**src/rtl/vend_pkg.sv**
```systemverilog
// Shared types for the vending dispense scheduler.
//   item_t     : 2-bit item code, ITEM_NONE means "reject, nothing to dispense"
//   sched_st_t : scheduler FSM states
package vend_pkg;

  typedef logic [1:0] item_t;

  localparam item_t ITEM_NONE = 2'd0;
  localparam item_t ITEM_G1   = 2'd1;
  localparam item_t ITEM_G2   = 2'd2;
  localparam item_t ITEM_G3   = 2'd3;

  typedef enum logic [2:0] {
    IDLE,
    GRANT,
    START,
    WAIT,
    ACK,
    GAPW
  } sched_st_t;

endpackage

```
**src/rtl/vend_rr_arb.sv**
```systemverilog
// Round-robin arbiter (purely combinational).
// Searches req starting at ptr+1 with wrap-around; the station at ptr (the one
// served last) is therefore considered last.
//   req     in  N_STA : request vector
//   ptr     in  IDXW  : index of the most recently granted station
//   gnt     out N_STA : one-hot grant (all zero when no request)
//   idx     out IDXW  : index of the granted station (0 when no request)
//   any_req out 1     : at least one request present
module vend_rr_arb #(
  parameter  int N_STA = 4,
  localparam int IDXW  = $clog2(N_STA)
) (
  input  logic [N_STA-1:0] req,
  input  logic [IDXW-1:0]  ptr,
  output logic [N_STA-1:0] gnt,
  output logic [IDXW-1:0]  idx,
  output logic             any_req
);

  logic        found;
  int unsigned cand;

  always_comb begin
    gnt     = '0;
    idx     = '0;
    found   = 1'b0;
    cand    = 0;
    any_req = |req;
    for (int unsigned k = 1; k <= N_STA; k++) begin
      cand = (32'(ptr) + k) % N_STA;
      if (!found && req[cand]) begin
        found     = 1'b1;
        gnt[cand] = 1'b1;
        idx       = IDXW'(cand);
      end
    end
  end

endmodule

```
**src/rtl/vend_dispense_sched.sv**
```systemverilog
// Dispense scheduler: shares one dispenser among N_STA vending stations.
// A round-robin pick among requesting stations is granted, the dispenser is
// started, and the result (ok / rejected / aborted) is acked to that station.
// All outputs come straight from flops (next values derived from next state).
//   clk, rst    : clock, asynchronous active-high reset
//   req_valid   : per-station sale request, held until req_ready
//   req_item    : per-station item code, bits [2i+1:2i]
//   req_ready   : one-cycle accept pulse to the granted station
//   disp_start  : one-cycle dispenser start pulse
//   disp_item   : item being dispensed (stable through the transaction)
//   disp_sta    : granted station index (stable with disp_item)
//   disp_done   : dispenser completion pulse, honoured only while waiting
//   ack_valid   : one-cycle result pulse to the granted station
//   ack_ok      : result qualifier, 1 = dispensed
//   err_tmo     : pulses with an ack caused by a dispenser timeout
// Build option: VEND_SCHED_TIMEOUT_EN enables the TIMEOUT abort in WAIT;
// without it WAIT is left only on disp_done and err_tmo stays 0.
module vend_dispense_sched
  import vend_pkg::*;
#(
  parameter  int N_STA   = 4,
  parameter  int TIMEOUT = 200,
  parameter  int GAP     = 3,
  localparam int IDXW    = $clog2(N_STA)
) (
  input  logic               clk,
  input  logic               rst,
  input  logic [N_STA-1:0]   req_valid,
  input  logic [2*N_STA-1:0] req_item,
  output logic [N_STA-1:0]   req_ready,
  output logic               disp_start,
  output logic [1:0]         disp_item,
  output logic [IDXW-1:0]    disp_sta,
  input  logic               disp_done,
  output logic [N_STA-1:0]   ack_valid,
  output logic               ack_ok,
  output logic               err_tmo
);

  if (N_STA < 2 || TIMEOUT < 2 || GAP < 0) begin : g_bad_param
    $error("vend_dispense_sched: illegal parameter value");
  end

  // Gap counter keeps at least one bit so GAP=0 still elaborates.
  localparam int             GW       = (GAP > 0) ? $clog2(GAP + 1) : 1;
  localparam logic [GW-1:0]  GAP_LAST = GW'((GAP > 0) ? GAP - 1 : 0);

  sched_st_t        st_q, st_d;
  logic [IDXW-1:0]  idx_q, idx_d;
  logic [IDXW-1:0]  ptr_q, ptr_d;
  item_t            item_q, item_d;
  logic [GW-1:0]    gap_q, gap_d;
  logic             ok_d, tmo_d;
  logic [N_STA-1:0] sel_d;
  logic [N_STA-1:0] ready_d, ackv_d;
  logic             start_d, ackok_d, err_d;

`ifdef VEND_SCHED_TIMEOUT_EN
  localparam int            TW       = $clog2(TIMEOUT + 1);
  localparam logic [TW-1:0] TMO_LAST = TW'(TIMEOUT - 1);
  logic [TW-1:0]            cnt_q, cnt_d;
`endif

  logic [N_STA-1:0] arb_gnt;
  logic [IDXW-1:0]  arb_idx;
  logic             arb_any;

  vend_rr_arb #(.N_STA(N_STA)) u_arb (
    .req     (req_valid),
    .ptr     (ptr_q),
    .gnt     (arb_gnt),
    .idx     (arb_idx),
    .any_req (arb_any)
  );

  always_comb begin
    st_d   = st_q;
    idx_d  = idx_q;
    ptr_d  = ptr_q;
    item_d = item_q;
    gap_d  = gap_q;
    ok_d   = 1'b0;
    tmo_d  = 1'b0;
`ifdef VEND_SCHED_TIMEOUT_EN
    cnt_d  = cnt_q;
`endif
    case (st_q)
      IDLE: begin
        if (arb_any) begin
          idx_d  = arb_idx;
          ptr_d  = arb_idx;
          item_d = ITEM_NONE;
          for (int unsigned i = 0; i < N_STA; i++) begin
            if (arb_gnt[i]) item_d = req_item[2*i +: 2];
          end
          st_d = GRANT;
        end
      end
      GRANT: begin
        // Item code 0 is rejected without touching the dispenser.
        if (item_q != ITEM_NONE) st_d = START;
        else                     st_d = ACK;
      end
      START: begin
        st_d = WAIT;
`ifdef VEND_SCHED_TIMEOUT_EN
        cnt_d = '0;
`endif
      end
      WAIT: begin
        // Completion takes precedence over a coincident timeout.
        if (disp_done) begin
          st_d = ACK;
          ok_d = 1'b1;
        end
`ifdef VEND_SCHED_TIMEOUT_EN
        else if (cnt_q == TMO_LAST) begin
          st_d  = ACK;
          tmo_d = 1'b1;
        end else if (cnt_q != '1) begin
          cnt_d = cnt_q + TW'(1);
        end
`endif
      end
      ACK: begin
        if (GAP > 0) begin
          st_d  = GAPW;
          gap_d = '0;
        end else begin
          st_d = IDLE;
        end
      end
      GAPW: begin
        if (gap_q == GAP_LAST) st_d = IDLE;
        else                   gap_d = gap_q + GW'(1);
      end
      default: st_d = IDLE;
    endcase

    sel_d          = '0;
    sel_d[idx_d]   = 1'b1;
    ready_d        = (st_d == GRANT) ? sel_d : '0;
    start_d        = (st_d == START);
    ackv_d         = (st_d == ACK) ? sel_d : '0;
    ackok_d        = (st_d == ACK) && ok_d;
    err_d          = (st_d == ACK) && tmo_d;
  end

  always_ff @(posedge clk or posedge rst) begin
    if (rst) begin
      st_q       <= IDLE;
      idx_q      <= '0;
      ptr_q      <= IDXW'(N_STA - 1);
      item_q     <= ITEM_NONE;
      gap_q      <= '0;
      req_ready  <= '0;
      disp_start <= 1'b0;
      ack_valid  <= '0;
      ack_ok     <= 1'b0;
      err_tmo    <= 1'b0;
`ifdef VEND_SCHED_TIMEOUT_EN
      cnt_q      <= '0;
`endif
    end else begin
      st_q       <= st_d;
      idx_q      <= idx_d;
      ptr_q      <= ptr_d;
      item_q     <= item_d;
      gap_q      <= gap_d;
      req_ready  <= ready_d;
      disp_start <= start_d;
      ack_valid  <= ackv_d;
      ack_ok     <= ackok_d;
      err_tmo    <= err_d;
`ifdef VEND_SCHED_TIMEOUT_EN
      cnt_q      <= cnt_d;
`endif
    end
  end

  assign disp_item = item_q;
  assign disp_sta  = idx_q;

endmodule

```
**config.mk**
```make
export PLATFORM = sky130hd
export DESIGN_NAME = vend_dispense_sched
export DESIGN_NICKNAME = d
export VERILOG_FILES = /design/src/rtl/vend_pkg.sv /design/src/rtl/vend_rr_arb.sv /design/src/rtl/vend_dispense_sched.sv
export SDC_FILE = /design/constraint.sdc
export NUM_CORES = 1
export LEC_CHECK = 0
export ABC_AREA = 0
export ABC_CLOCK_PERIOD_IN_PS = 3600
export BUFFER_PORTS_ARGS = -buffer_cell sky130_fd_sc_hd__buf_2
export CAP_MARGIN = 20
export CORE_MARGIN = 4
export CORE_UTILIZATION = 43
export CTS_BUF_LIST = sky130_fd_sc_hd__clkbuf_8
export CTS_CLUSTER_SIZE = 8
export DETAILED_ROUTE_END_ITERATION = 8
export SLEW_MARGIN = 20
export SYNTH_ARGS = -nofsm -noshare
export SYNTH_HDL_FRONTEND = slang
export SYNTH_SLANG_ARGS = --single-unit
```
**constraint.sdc**
```tcl
create_clock -name clk -period 3.6 [get_ports clk]
set_input_delay 0.36 -clock clk [delete_from_list [all_inputs] [get_ports clk]]
set_output_delay 0.36 -clock clk [all_outputs]
set_load 0.01 [all_outputs]
```
# == Word-level counts from Yosys, hierarchy flattened ==
# Index checks and enable logic that the tools add are counted.
# op_classes
n_lt_le_gt_ge,10
muxes,46
add_sub_neg,5
reduce_logical,18
n_eq_ne,10
n_bitwise,3
# op_table
cell,count
$mux 4,6
$mux 2,11
$pmux 3 s6,1
$lt 2x3->1 const B,5
$mux 1,14
$mux 3,4
$or 4x4->4,3
$demux 1 s2,5
$ge 2x1->1 const B,5
$eq 3x2->1 const B,3
$eq 3x3->1 const B,3
$logic_and 1x1->1,9
$bmux 1 s2,4
$add 2x1->2 const B,3
$eq 3x1->1 const B,2
$add 2x2->2 const B,2
$pmux 2 s2,1
$reduce_and 2->1,2
$reduce_bool 2->1,2
$reduce_or 4->1,1
$logic_not 1->1,3
$logic_not 3->1,1
$eq 2x2->1 const B,1
$ne 2x2->1 const B,1
# totals
wordCells,101
reg_bits,21
in_bits,15
output_inout_bits,15

# == Longest topological paths before layout ==
# Gate-level depths: netlist of run 1.
# logic_depth
word_depth,20
ltp_mapped,11
ltp_nobuf,9

# == Hierarchy ==
# Synthesis of run 1 repeated with hierarchy kept, for this count alone.
# hier_totals
cells_unflattened,173
area_unflattened_um2,1605.3
# by_module_without_submodules
module,instances,area_per_inst_um2,seq_area_each_um2,cells_each
vend_dispense_sched,1,974.7,528.0,91
vend_rr_arb,1,630.6,0.0,82

# == Worst setup path after synthesis of run 1 ==
# No wires, ideal clock.
# synth_path
kind,flip-flop to flip-flop
from,reg ptr_q[1]
to,"reg item_q[0], in the netlist disp_item[0]"
setup_slack_ps,632
period_less_slack_ps,2968
arrival_time_ps,2832
setup_ps,136
t_required_ps,3464
path_stages_with_launch,11
n_path_buf,2
path_cell_list,dfstp_2 > buf_2 > inv_1 > ha_1 > clkbuf_1 > mux4_2 > and2_0 > a41o_1 > or3_1 > o311ai_1 > a32oi_1
# synth_between
elab_chain_len,17
elab_cells_between_ends,52
classes_between,add/sub: 4; order compare: 8; mux: 27; bitwise: 3; reduce/logical: 10
# synth_rtl
item,line,rtl
start: declaration,vend_dispense_sched.sv:50,"logic [IDXW-1:0] ptr_q, ptr_d;"
start signal: assignment,vend_dispense_sched.sv:153,ptr_q <= IDXW'(N_STA - 1);
start signal: assignment,vend_dispense_sched.sv:167,ptr_q <= ptr_d;
branches (longest 12 deep; another with $lt 2x3->1),-,
$mux 4 (*),vend_rr_arb.sv:31,if (!found && req[cand]) begin
$mux 2 (3 in series),vend_dispense_sched.sv:94,if (arb_gnt[i]) item_d = req_item[2*i +: 2];
$mux 2 (*),vend_dispense_sched.sv:94,
end signal: assignment,vend_dispense_sched.sv:168,item_q <= item_d;
end: declaration,vend_dispense_sched.sv:51,"item_t item_q, item_d;"
# Mark *: on every way between the ends. The select of a mux whose other input is x is not followed.
# A chain may end at the register's enable or synchronous reset.

# == Worst setup path after layout of run 1 ==
# layout_path
from,reg ptr_q[0]
to,"reg item_q[0], in the netlist disp_item[0]"
# Same word-level chain as after synthesis.

==> summary.md, run 1 <==
| Metric | Value |
|---|---|
| Mux cell area share after synthesis | 6.41% |
| Core area | 0.00344 mm2 |
| Final Util | 51.8% |
| Crit end category | flop |
| Hpwl dp | 2.65 mm |
| I/O pin count | 30 |
| Post-CTS resize count | 0 |
| Routed WL | 3.41 mm |
| Drt drc | 0 |
| # diodes | 0 |
| DR iter-0 viols | 96 |
| Post-CTS setup buffers | 0 |
| Share of cells above drive strength 1 | 23.0% |
| Largest family of logic cells by synthesized area | simple AND/OR/NAND/NOR gates |
| Gate power share | 59.1% |
| Setup Crit Path Kind | flop to flop |
| CTS Buf Count | 3 |
| Final hold violations | 0 |
| Synth Area in Simple Gates | 23.5% |
| Met1 GRT Util | 19.8% |
| DR pass1 iterations | 4 |
| Post-CTS Hold Fix Bufs | 0 |
| Starting density of the core | 45.9% |
| Max Slew Vio Count | 0 |
| Final min period | 3.11 ns |
| Crit Path Max Fanout | 19 |
| Share of power burned in registers | 30.4% |
| Num rows | 21 |
| Clk Tree Root Cell | clkbuf_8 |
| Slew @ Worst Pin | 0.769 ns |
| Synthesized Nets | 201 |
| CTS tree | done |
| Internal power | 0.774 mW |
| FF+latch count, synth | 21 |
| Synth Cell Area | 0.00158 mm2 |
| Sw Share | 45.7% |
| Die area | 0.00471 mm2 |
| Die width | 68.6 um |
| Leakage power | 0.856 nW |
| Num Clock Sinks | 21 |
| Max incr delay on CP | 0.77 ns |
| Clk pwr share | 10.5% |
| H-tree levels | 1 |
| HP Class | primary input to async pin |
| Synth cell types | 52 |
| Asr flop ratio synth | 100% |
| Worst-path clk slew | 0.07 ns |
| Later-pin clock latency in the skew report | 0.25 ns |
| Final Power | 1.43 mW |
| Via Count | 1,400 |
| Psw | 0.652 mW |
| GR Util met2 | 26.6% |
| Post-synth EDFFs | 0 |
| Ys flop type | dfrtp_1 |
| Final setup vio count | 0 |
| Die Height | 68.6 um |
| CP required | 3.78 ns |
| GR Util met3 | 2.59% |
| Yosys top cell area share | 30.1% |
| DR vias/cell | 5.69 |
| Seq/Total Area, Yosys | 33.4% |
| Adder-Cell Fraction of Synth Area | 7.12% |
| Longest Clk Path Bufs | 2 |
| RSZ-0062 raised after global routing | false |
| Crit-path cells | inv_2 -> ha_1 -> and3b_1 -> o221ai_1 -> a21oi_1 -> a2111oi_1 -> nand3_1 -> a32oi_1 |
| Clock Skews | 0.00172 ns |
| Antenna viol nets, final | 0 |
| Area leader, netlist | dfrtp_1 |
| Synth Area in Compound Gates | 22.8% |
| Fmax | 322 MHz |
| CP arrival | 3.28 ns |
| Initial antenna violation count | 0 |
| Vias in the first global route | 1,346 |
| XOR/XNOR Fraction of Synth Area | 0% |
| Layer with the highest usage | met2 |
| First-pass GRT wire length | 5.73 mm |
| Area delta synth->final | 12.7% |
| Total GRT Usage | 15.7% |
| Final nets | 225 |
| Yosys warns | 0 |
| Grt ovf | 0 |
| Mapped Cells | 177 |
| Largest net degree at the start of global routing | 22 |
| Final TNS setup | 0 ns |
| Final period util | 86.3% |
| CP startpoint kind | flop |
| Pwr per Cell Area | 800 mW/mm2 |
| Status | finished, final reports clean |
| Worst slew margin | 48.7% |
| Most instantiated cells after synthesis | dfrtp_1 (19), nand2_1 (15), nor2_1 (13) |
| Most frequent cell after synthesis | dfrtp_1 |
| Max cap viols | 0 |
| Syn avg cell area | 8.94 um2 |
| Port buffer count | 28 |
| Drt wl/cell | 13.9 um |
| Gpl congestion | 0.831 |
| Peak VDD IR | 414 uV |
| Main area contributors after synthesis | dfrtp_1 (30%), ha_1 (7.1%), nand2_1 (3.6%) |
| Slowest cell on crit path | dfstp_2 |
-- cell families after synthesis --
family	Yosys count
flops	21
simple gates	70
fa+ha+maj	9
other cells	1
buf+inv	24
compound gates	45
mux	7
-- metrics by stage --
step	hold WS, ns	worst slack, ns	instance area (um2)	std cells
global route	0.309	0.256	1780	246
global placement	0.517	0.627	1740	242
detailed placement	0.530	0.552	1740	242
CTS	0.249	0.517	1780	246
floorplan	0.335	0.632	1580	177
finish	0.234	0.493	1780	246
-- layer usage --
metal,vias up,wire (um)
met1,666,1500
met3,6,177
met5,-,0
met2,40,1690
li1,688,-
met4,0,44
-- layout by cell type (no fill, tap or decap), types with 3 or more instances in the layout --
master and instances:
a21oi_1 7, and3_1 3, buf_2 28, clkbuf_8 3, dfrtp_1 19, ha_1 9
inv_1 12, nand2_1 15, nand2b_1 6, nand3_1 4, nand3b_1 3, nor2_1 13
nor2b_1 3, nor3_1 9, o21a_1 6, o21ai_0 4, o31ai_1 5
-- state kept, by name (all words and copies together), names as in the netlist --
name,flops
ack_valid,4
disp_item,2
gap_q,2
ptr_q,2
disp_sta,2
ack_ok,1
req_ready,4
disp_start,1
st_q,3
-- power by group through the flow --
stage          clock network, mW  registers (mW)  logic (mW)
2_1_floorplan                  0           0.406       0.681
3_3_place_gp                   0           0.431       0.834
3_5_place_dp                   0           0.438       0.837
4_1_cts                    0.157           0.433       0.844
5_1_grt                    0.163           0.450       0.949
6_report                   0.150           0.433       0.843
-- final timing paths --
check | slack [ns] | to | cells past startpoint | start
max in group asynchronous | 2.89 | st_q[1]$_DFF_PP0_ | 2 | rst
hold / removal | 0.23 | ack_valid[0]$_DFF_PP0_ | 2 | rst
hold reg to reg | 0.54 | gap_q[1]$_DFFE_PP0P_ | 1 | gap_q[1]$_DFFE_PP0P_
min in group clk | 0.37 | ack_ok$_DFF_PP0_ | 3 | disp_done
setup reg to reg | 0.49 | disp_item[0]$_DFFE_PP0P_ | 8 | ptr_q[0]$_DFFE_PP1P_
setup / recovery | 0.49 | disp_item[0]$_DFFE_PP0P_ | 8 | ptr_q[0]$_DFFE_PP1P_
-- worst max-delay path, delay by kind of cell (launching register included) --
family                   cells  cell delay, ns
adder cells (fa/ha/maj)      1            0.43
buffers and inverters        1            0.15
flip-flops                   1            0.77
AND/OR/NAND/NOR              2            0.39
AO/OA/AOI/OAI                4            1.27
-- area by class of cell --
| class | count | area, um2 |
|---|---|---|
| clock buffers | 3 | 41.3 |
| clock inverters | 1 | 5.00 |
| fillers | 319 | 1660 |
| inverters | 14 | 52.6 |
| multi-input cells | 132 | 950 |
| flip-flops and latches | 21 | 528 |
| well taps | 46 | 57.6 |
| repair buffers | 29 | 148 |
Power figures use the tool's default switching activity.
==> run 2, diff against run 1 <==
--- a/config.mk
+++ b/config.mk
@@ -10,10 +10,11 @@
 export BUFFER_PORTS_ARGS = -buffer_cell sky130_fd_sc_hd__buf_2
 export CAP_MARGIN = 20
 export CORE_MARGIN = 4
-export CORE_UTILIZATION = 43
+export CORE_UTILIZATION = 50
 export CTS_BUF_LIST = sky130_fd_sc_hd__clkbuf_8
 export CTS_CLUSTER_SIZE = 8
 export DETAILED_ROUTE_END_ITERATION = 8
+export PLACE_DENSITY = 0.73
 export SLEW_MARGIN = 20
 export SYNTH_ARGS = -nofsm -noshare
 export SYNTH_HDL_FRONTEND = slang
==> summary.md, run 2 (synthesis results as in run 1) <==
| Metric | Value |
|---|---|
| Status | finished, final reports clean |
| Largest regs | ack_valid (4), req_ready (4), st_q (3) |
| DR vias/cell | 5.72 (+0.53%) |
| Peak VDD IR | 300 uV (-28%) |
| CP required | 3.73 ns (-0.05 ns) |
| Cell count of the worst reg-to-reg path | 8 (unchanged) |
| First-pass GRT wire length | 5.85 mm (+2.2%) |
| Total GRT Usage | 17.6% (+1.9 points) |
| Worst-path clk slew | 0.07 ns (about the same) |
| Starting density of the core | 52.2% (+6.3 points) |
| Vias in the first global route | 1,291 (-4.1%) |
| Final TNS setup | 0 ns (unchanged) |
| CTS Buf Count | 3 (unchanged) |
| Final setup vio count | 0 (unchanged) |
| Via Count | 1,396 (-0.29%) |
| Num Clock Sinks | 21 (unchanged) |
| Die area | 0.00413 mm2 (-12%) |
| Port buffer count | 28 (unchanged) |
| Leakage power | 0.857 nW (+0.17%) |
| Commonest non-fill, non-tap cell in the layout | buf_2 |
| Area delta synth->final | 12.4% |
| Worst slew margin | 50.7% (+2.0 points) |
| Initial antenna violation count | 0 (unchanged) |
| Max incr delay on CP | 0.76 ns (about the same) |
| CP delay by family, top | flip-flops |
| Final Power | 1.44 mW (+0.69%) |
| CP arrival | 3.29 ns (about the same) |
| Pwr per Cell Area | 807 mW/mm2 (+0.90%) |
| Share of cells above drive strength 1 | 22.5% (-0.50 points) |
| Filler Cells Inserted | 273 (-14%) |
| Core area | 0.00303 mm2 (-12%) |
| Slowest cell on crit path | dfstp_2 |
| Final hold violations | 0 (unchanged) |
| Die width | 64.2 um (-6.4%) |
| Gpl congestion | 0.945 (+14%) |
| # diodes | 0 (unchanged) |
| Routed WL | 3.34 mm (-2.3%) |
| Num rows | 20 (-4.8%) |
| Crit Path Max Fanout | 19 (unchanged) |
| Longest Clk Path Bufs | 2 (unchanged) |
| Crit end category | flop |
| Clk Tree Root Cell | clkbuf_8 |
| Crit-path cells | inv_2 -> ha_1 -> mux4_2 -> and2_0 -> a41o_1 -> or3_1 -> o311ai_1 -> a32oi_1 |
| Fmax | 316 MHz (-1.8%) |
| Post-CTS resize count | 0 (unchanged) |
| H-tree levels | 1 (unchanged) |
| Placed cell area | 0.00173 mm2 (-0.14%) |
| R2r setup slk | 0.44 ns (-0.06 ns) |
| Commonest cells after routing, fill and taps aside | buf_2 (28), dfrtp_1 (19), nand2_1 (15) |
| DR pass1 iterations | 4 (unchanged) |
| DR iter-0 viols | 61 (-36%) |
| Max Slew Vio Count | 0 (unchanged) |
| Final nets | 225 (unchanged) |
| R2r startpoint | ptr_q[0]$_DFFE_PP1P_ |
| I/O pin count | 30 (unchanged) |
| Post-CTS setup buffers | 0 (unchanged) |
| Fin area | 0.00178 mm2 (-0.21%) |
| Final period util | 87.9% (+1.5 points) |
| RSZ-0062 raised after global routing | false |
| Worst reg2reg endpoint | disp_item[0]$_DFFE_PP0P_ |
| Grt ovf | 0 (unchanged) |
| Final min period | 3.16 ns (+0.0556 ns) |
| Die Height | 64.2 um (-6.4%) |
| Max cap viols | 0 (unchanged) |
| Setup Crit Path Kind | flop to flop |
| Clock Skews | 0.00295 ns (+0.00124 ns) |
| CP startpoint kind | flop |
| Post-CTS Hold Fix Bufs | 0 (unchanged) |
| Largest net degree at the start of global routing | 22 (unchanged) |
| HP Class | primary input to async pin |
| CTS tree | done |
| Hpwl dp | 2.55 mm (-3.9%) |
| Drt wl/cell | 13.7 um (-1.5%) |
| Slew @ Worst Pin | 0.739 ns (-0.0297 ns) |
| Later-pin clock latency in the skew report | 0.26 ns (about the same) |
| Drt drc | 0 (unchanged) |
| Worst Path Buf+Inv | 1 (unchanged) |
| Antenna viol nets, final | 0 (unchanged) |
-- run 2: worst reg2reg max path: stages (launching register included) --
cell and delay (ns):
dfstp_2 0.76, inv_2 0.16, ha_1 0.48, mux4_2 0.44, and2_0 0.20, a41o_1 0.25, or3_1 0.38, o311ai_1 0.28
a32oi_1 0.10
-- run 2: where the power goes --
| group | internal [mW] | total, mW | switching [mW] |
|---|---|---|---|
| Clock | 0.0760 | 0.150 | 0.0740 |
| Combinational | 0.373 | 0.851 | 0.478 |
| Sequential | 0.326 | 0.434 | 0.108 |
| Total | 0.775 | 1.44 | 0.660 |
-- run 2: layout make-up --
class	count	area [um2]	share of cell area [%]
Multi-Input combinational cell	132	950	53.4
Tap cell	44	55.1	3.10
Clock inverter	1	3.75	0.211
Timing Repair Buffer	29	148	8.30
Inverter	14	52.6	2.96
Sequential cell	21	528	29.7
Clock buffer	3	41.3	2.32
-- run 2: worst max path at each step --
stage	startpoint	end	slack, ns	depth (start not counted)
after floorplan	ptr_q[1]$_DFFE_PP1P_	disp_item[0]$_DFFE_PP0P_	0.63	10
after global placement	ptr_q[0]$_DFFE_PP1P_	disp_item[0]$_DFFE_PP0P_	0.60	8
after detailed placement	ptr_q[0]$_DFFE_PP1P_	disp_item[0]$_DFFE_PP0P_	0.45	8
after CTS	ptr_q[0]$_DFFE_PP1P_	disp_item[0]$_DFFE_PP0P_	0.46	8
after global routing	ptr_q[0]$_DFFE_PP1P_	disp_item[0]$_DFFE_PP0P_	0.24	8
final	ptr_q[0]$_DFFE_PP1P_	disp_item[0]$_DFFE_PP0P_	0.44	8
-- run 2: metrics by stage --
| step | setup slack, ns | util (%) | hold slack, ns | instances |
|---|---|---|---|---|
| after floorplan | 0.632 | - | 0.335 | 177 |
| after global placement | 0.604 | 57.2 | 0.520 | 240 |
| after detailed placement | 0.451 | 57.2 | 0.535 | 240 |
| after CTS | 0.458 | 58.7 | 0.257 | 244 |
| after global routing | 0.238 | 58.7 | 0.297 | 244 |
| final | 0.437 | 58.7 | 0.216 | 244 |
-- run 2: metal layers --
layer	up-vias	GRT usage, %	part of all wire, %
li1	686	-	-
met4	0	5.28	1.6
met1	652	24.3	45
met5	-	0	0
met3	6	2.99	6.1
met2	52	28.1	47
